<file path="src/rtl/multicycle_control.sv">
// multicycle_control: FSM sequencing FETCH/DECODE/EXEC/MEM/WB for the 16-bit core.
// Optional retire counter under MC_RETIRE_COUNT_EN.
//
// Ports:
//   clock, reset        sync active-high reset
//   inst[15:0]          instruction word (opcode in low bits)
//   mem_ready           memory access completes when high under a strobe
//   alu_zero            ALU zero flag for BEQ
//   pc_write, pc_src    PC load enable and source select
//   ir_write            IR/opcode latch enable
//   mem_read, mem_write memory strobes
//   reg_write           register file write enable
//   alu_src, mem_to_reg datapath muxes
//   imm_sel             immediate-generator mode
//   illegal, halted     status
//   state               current state, for debug
//   retired             completed-instruction count (MC_RETIRE_COUNT_EN only)
module multicycle_control #(
  parameter int OPCODE_W = 4
) (
  input  logic        clock,
  input  logic        reset,
  input  logic [15:0] inst,
  input  logic        mem_ready,
  input  logic        alu_zero,
  output logic        pc_write,
  output logic [1:0]  pc_src,
  output logic        ir_write,
  output logic        mem_read,
  output logic        mem_write,
  output logic        reg_write,
  output logic        alu_src,
  output logic        mem_to_reg,
  output logic [1:0]  imm_sel,
  output logic        illegal,
  output logic        halted,
  output logic [2:0]  state
`ifdef MC_RETIRE_COUNT_EN
  ,
  output logic [15:0] retired
`endif
);

  typedef enum logic [2:0] {
    FETCH  = 3'd0,
    DECODE = 3'd1,
    EXEC   = 3'd2,
    MEM    = 3'd3,
    WB     = 3'd4,
    HALT   = 3'd5
  } state_t;

  typedef logic [OPCODE_W-1:0] op_t;

  localparam op_t OP_R     = OPCODE_W'(0);
  localparam op_t OP_I     = OPCODE_W'(1);
  localparam op_t OP_LOAD  = OPCODE_W'(2);
  localparam op_t OP_STORE = OPCODE_W'(3);
  localparam op_t OP_BEQ   = OPCODE_W'(4);
  localparam op_t OP_JUMP  = OPCODE_W'(5);
  localparam op_t OP_LUI   = OPCODE_W'(6);
  localparam op_t OP_HALT  = OPCODE_W'(15);

  state_t state_q;
  state_t state_d;
  op_t    op_q;
  logic   legal;
  logic   is_load;

  logic unused_inst;
  assign unused_inst = ^inst[15:OPCODE_W];

  assign is_load = (op_q == OP_LOAD);

  always_comb begin
    legal = 1'b0;
    case (op_q)
      OP_R, OP_I, OP_LOAD, OP_STORE,
      OP_BEQ, OP_JUMP, OP_LUI, OP_HALT: legal = 1'b1;
      default:                          legal = 1'b0;
    endcase
  end

  always_ff @(posedge clock) begin
    if (reset) begin
      state_q <= FETCH;
      op_q    <= '0;
    end else begin
      state_q <= state_d;
      if (ir_write)
        op_q <= inst[OPCODE_W-1:0];
    end
  end

  // All outputs are forced low while reset is high, even before
  // the first edge has put the register into a known state.
  always_comb begin
    state_d    = state_q;
    pc_write   = 1'b0;
    pc_src     = 2'b00;
    ir_write   = 1'b0;
    mem_read   = 1'b0;
    mem_write  = 1'b0;
    reg_write  = 1'b0;
    alu_src    = 1'b0;
    mem_to_reg = 1'b0;
    imm_sel    = 2'b00;
    illegal    = 1'b0;
    halted     = 1'b0;
    if (!reset) begin
      case (state_q)
        FETCH: begin
          mem_read = 1'b1;
          if (mem_ready) begin
            ir_write = 1'b1;
            pc_write = 1'b1;
            state_d  = DECODE;
          end
        end
        DECODE: begin
          if (op_q == OP_HALT) begin
            state_d = HALT;
          end else if (!legal) begin
            illegal = 1'b1;
            state_d = FETCH;
          end else begin
            state_d = EXEC;
          end
        end
        EXEC: begin
          case (op_q)
            OP_R: begin
              alu_src = 1'b0;
              state_d = WB;
            end
            OP_I: begin
              alu_src = 1'b1;
              state_d = WB;
            end
            OP_LOAD, OP_STORE: begin
              alu_src = 1'b1;
              state_d = MEM;
            end
            OP_BEQ: begin
              imm_sel = 2'b01;
              if (alu_zero) begin
                pc_write = 1'b1;
                pc_src   = 2'b01;
              end
              state_d = FETCH;
            end
            OP_JUMP: begin
              imm_sel  = 2'b01;
              pc_write = 1'b1;
              pc_src   = 2'b10;
              state_d  = FETCH;
            end
            OP_LUI: begin
              alu_src = 1'b1;
              imm_sel = 2'b10;
              state_d = WB;
            end
            default: state_d = FETCH;
          endcase
        end
        MEM: begin
          mem_read  = is_load;
          mem_write = !is_load;
          if (mem_ready)
            state_d = is_load ? WB : FETCH;
        end
        WB: begin
          reg_write  = 1'b1;
          mem_to_reg = is_load;
          state_d    = FETCH;
        end
        HALT: begin
          halted = 1'b1;
        end
        default: state_d = FETCH;
      endcase
    end
  end

  assign state = reset ? 3'd0 : state_q;

`ifdef MC_RETIRE_COUNT_EN
  logic [15:0] count_q;
  logic        retire;

  assign retire = (state_d == FETCH) &&
                  ((state_q == EXEC) ||
                   (state_q == MEM)  ||
                   (state_q == WB));

  always_ff @(posedge clock) begin
    if (reset)
      count_q <= '0;
    else if (retire)
      count_q <= count_q + 16'd1;
  end

  assign retired = reset ? 16'd0 : count_q;
`endif

endmodule

</file>
<file path="config.mk">
export PLATFORM = sky130hd
export DESIGN_NAME = multicycle_control
export DESIGN_NICKNAME = d
export VERILOG_FILES = /design/src/rtl/multicycle_control.sv
export SDC_FILE = /design/constraint.sdc
export NUM_CORES = 1
export LEC_CHECK = 0
export ABC_AREA = 1
export CAP_MARGIN = 20
export CORE_MARGIN = 8
export CORE_UTILIZATION = 25
export DETAILED_ROUTE_END_ITERATION = 16
export DONT_BUFFER_PORTS = 1
export PLACE_DENSITY = 0.37
export SLEW_MARGIN = 20
export SYNTH_ARGS = -nofsm -noshare
export SYNTH_HDL_FRONTEND = slang
export SYNTH_SLANG_ARGS = --single-unit
</file>
<file path="constraint.sdc">
create_clock -name clock -period 3.1 [get_ports clock]
set_input_delay 0.62 -clock clock [delete_from_list [all_inputs] [get_ports clock]]
set_output_delay 0.62 -clock clock [all_outputs]
set_load 0.005 [all_outputs]
</file>
# After elaboration in Yosys (flattened, before gate mapping)
# Memories as Yosys holds them, arrays and structs flattened. A register that Yosys moved wholly into a read port is not among the register bits.
# Index checks and enable logic that the tools add are counted.
# op_classes
eq_ne	14
mux	41
bitwise	1
reduce_logical	8
# ops
cell	count
$mux W1	22
$mux W3	5
$pmux W3 S5	1
$eq A4 B3 Y1 const B	3
$mux W2	5
$eq A4 B2 Y1 const B	2
$mux W4	2
$pmux W2 S2	2
$eq A3 B2 Y1 const B	2
$eq A3 B3 Y1 const B	2
$pmux W1 S2	3
$pmux W3 S2	1
$eq A4 B1 Y1 const B	1
$eq A4 B4 Y1 const B	1
$logic_not A4 Y1	1
$ne A2 B2 Y1 const B	2
$reduce_or A2 Y1	2
$reduce_or A4 Y1	1
$eq A3 B1 Y1 const B	1
$logic_not A3 Y1	1
$reduce_and A3 Y1	1
$reduce_or A3 Y1	1
$logic_not A1 Y1	1
$not A1 Y1	1
# totals
reg_bits	7
romBits	16
inputBits	20
out_inout_bits	16
word_cells	67
mem_count	1
# memory_table
name	words	width	rd	rd_clocked_by_memory_dff	wr	line	source
(name not given)	16	1	1	1	0	77	case (op_q)

# Longest topological paths before layout
# depth
word_depth	5
mapped_depth	8
depth_no_buf	8

# Worst setup path after synthesis
# No wires, ideal clock.
# synth_timing
path_kind	input to output
start	input reset
end	output pc_src[0]
arrival_time_ns	1.318
t_required_ns	2.480
slack_ns	1.162
stages	6
n_path_buf	1
cell_sequence	buf_4 > nor2_1 > nand2_1 > inv_1 > nand2_1 > nor3_1
# synth_between
elab_chain_len	1
# synth_rtl
item	line	source
from (decl)	22	input logic reset,
$mux W2	110	if (!reset) begin
to (decl)	27	output logic [1:0] pc_src,
# No other way between the ends.

# Final worst setup path
# layout_timing
start	register state_q[2]
end	output mem_to_reg
# layout_between
elab_chain_len	3
# layout_rtl
item	line	source
from (decl)	64	state_t state_q;
from (signal assigned)	89	state_q <= state_d;
$eq A3 B3 Y1	111	case (state_q)
$mux W1	111	
$mux W1	110	
to (decl)	33	output logic mem_to_reg,
# No other way between the ends.

==> out/summary.txt <==
Status: finished clean
CP Capture Type: output port
Final hold violation count: 0
Initial antenna violation count: 0
Fill count: 279
Maximum vdd ir drop: 0.000225 V
Final #Nets: 128
MaxCap Viol Count: 0
Syn Nets: 125
Area Growth Syn to Fin: 7.68%
Post-synthesis cell count: 105
Critical path data arrival time: 1.44 ns
Root buf cell: clkbuf_4
Post-Route WL: 1780 um
Synth Cell Area: 619 um2
Commonest cells in the netlist: 29 x nand2_1, 18 x nor2_1, 15 x inv_1, 11 x nand3_1, 8 x dfxtp_1
IO Pins: 36
Vias/cell: 4.82
Cts hold-fix bufs: 0
Sequential Power Share: 34.4%
PortBufs: 0
Clock Sinks: 8
Sw Share: 48.9%
Max H-tree Level: 1
RSZ-0062 raised after global routing: false
Bufs on Longest Clock Path: 2
DR WL/cell: 13.1 um
DRT iter0 DRCs: 32
Syn_area_per_cell: 5.90 um2
Pwr Density: 749 nW/um2
Register area share after synthesis: 25.9%
Worst slew margin relative to its limit: 79.9%
Layout cells sized above 1: 10.4%
Site Rows: 18
Most common cell in the netlist: nand2_1
Gpl congestion: 0.770
Kind of critical path: register to output port
Ant. Diodes: 0
M2 GR Usage: 13.9%
Worst Skew: 0.00743 ns
GRT Util Overall: 9.02%
Placed Cells: 133
Seq cells post-synth: 8
Top cells by area, synth: dfxtp_1 26%, nand2_1 18%, nor2_1 11%
CP required: 2.48 ns
First-pass GRT wire length: 2950 um
P_sw: 0.000244 W
Core area: 2410 um2
Total power: 0.000499 W
Global Route met1 Usage: 9.96%
Fmax: 484 MHz
Cell taking the most area after synthesis: dfxtp_1
Post-synth top flop: dfxtp_1
Largest net degree at the start of global routing: 12
Antenna Violating Nets Remaining: 0
Clock latency on the worst-skew pair: 0.26 ns
Vias in the first global route: 630
Drc violations: 0
Post-synth EDFFs: 0
Crit Path Max Fanout: 5
Crit start category: register
Met3 Use GR: 4.41%
Crit-path most repeated cell: inv_1
Pre-Repair DR Iteration Count: 4
P_leak: 0.338 nW
Comb pwr share: 49.4%
Final Cycle Share: 66.6%
CP cell instances: inv_1 > nor2_1 > inv_1 > nor3_2 > and2_1
Vias: 656
Die ar.: 4330 um2
CTS Buf Count: 3
Initial Util: 25.7%
CTS tree: done
DIE HEIGHT: 65.8 um
Asr flop ratio synth: 0%
Critical path's largest stage delay: 0.46 ns
Min-Delay Path Class: primary input to register
Grt ovf: 0
Synth top area share: 25.9%
Post-CTS Resized: 0
Final setup TNS: 0 ns
Worst-path clk slew: 0.06 ns
Final slew viol count: 0
Synth warn: 0
Setup Buffers After CTS: 0
Minimum clock period: 2.06 ns
Die width: 65.8 um
Cell-internal power: 0.000255 W
Clk pwr share: 16.2%
Final HPWL DP: 1480 um
GR peak layer: met2
Post-synthesis cell type count: 17
Worst slew pin tran: 0.300 ns
Setup Viol. Count Final: 0
Finished Layout Cells: 136
CP max stage cell: dfxtp_1
worst max-delay path: cells and delay by family (launching register included):
family                 cells  cell delay [ns]
flip-flops                 1             0.46
buffers and inverters      2             0.19
AND/OR/NAND/NOR            3             0.53
layout by cell type (no fill, tap or decap), drive strengths merged:
| cell type | synthesis | routed |
|---|---|---|
| nand2 | 29 | 29 |
| dfxtp | 8 | 8 |
| nand4 | 4 | 4 |
| clkbuf | 0 | 3 |
| o21ai | 1 | 1 |
| o2111ai | 1 | 1 |
| a21oi | 3 | 3 |
| nor2 | 21 | 21 |
| and2 | 1 | 1 |
| inv | 17 | 17 |
| nand3 | 12 | 12 |
| nor3 | 6 | 6 |
metrics by stage:
stage          utilization [%]  cell area [um2]  setup slack, ns  hold WS (ns)
2_1_floorplan                -              619             1.16         0.548
3_3_place_gp              26.7              644             1.17         0.585
3_5_place_dp              26.7              644             1.17         0.583
4_1_cts                   27.7              667            0.988         0.426
5_1_grt                   27.7              667            0.875         0.417
6_report                  27.7              667             1.04         0.439
sequential cells by signal, summed over array words and instances (netlist names):
register	count
op_q	4
state_q	3
legal	1
logic make-up (layout without fill, tap and decap cells):
kind of cell / Yosys count / after routing / share of synthesized area [%]
flip-flops: 8 / 8 / 25.9
buffers and inverters: 19 / 20 / 12.3
AND/OR/NAND/NOR: 73 / 73 / 57.2
AO/OA/AOI/OAI: 5 / 5 / 4.65
per-layer routing:
layer,up-vias,wire length [um]
met5,-,0
met4,0,15
met3,2,198
met2,25,850
met1,291,718
li1,338,-
layout make-up:
class	count	area, um2	share of cell area [%]
Clock buffer	3	22.5	3.38
Inverter	17	63.8	9.57
Multi-Input combinational cell	78	383	57.4
Sequential cell	8	160	24.0
Tap cell	30	37.5	5.63
path summary, 6_finish.rpt:
kind / cells after the start / slack (ns) / to / start
setup / recovery: 5 / 1.04 / mem_to_reg / state_q[2]$_SDFFE_PP0P_
hold / removal: 1 / 0.44 / op_q[1]$_SDFFE_PP0N_ / reset
hold reg to reg: 4 / 0.58 / state_q[1]$_SDFFE_PP0P_ / legal$_DFF_P_
setup reg to reg: 7 / 1.78 / state_q[2]$_SDFFE_PP0P_ / state_q[0]$_SDFFE_PP0P_
power by group through the flow:
stage / Sequential, W / Clock [W] / Combinational, W
5_1_grt: 0.000176 / 0.0000930 / 0.000291
4_1_cts: 0.000171 / 0.0000869 / 0.000250
6_report: 0.000172 / 0.0000810 / 0.000247
2_1_floorplan: 0.000161 / 0 / 0.000212
3_5_place_dp: 0.000174 / 0 / 0.000249
3_3_place_gp: 0.000175 / 0 / 0.000251
(Power assumes the default switching activity.)
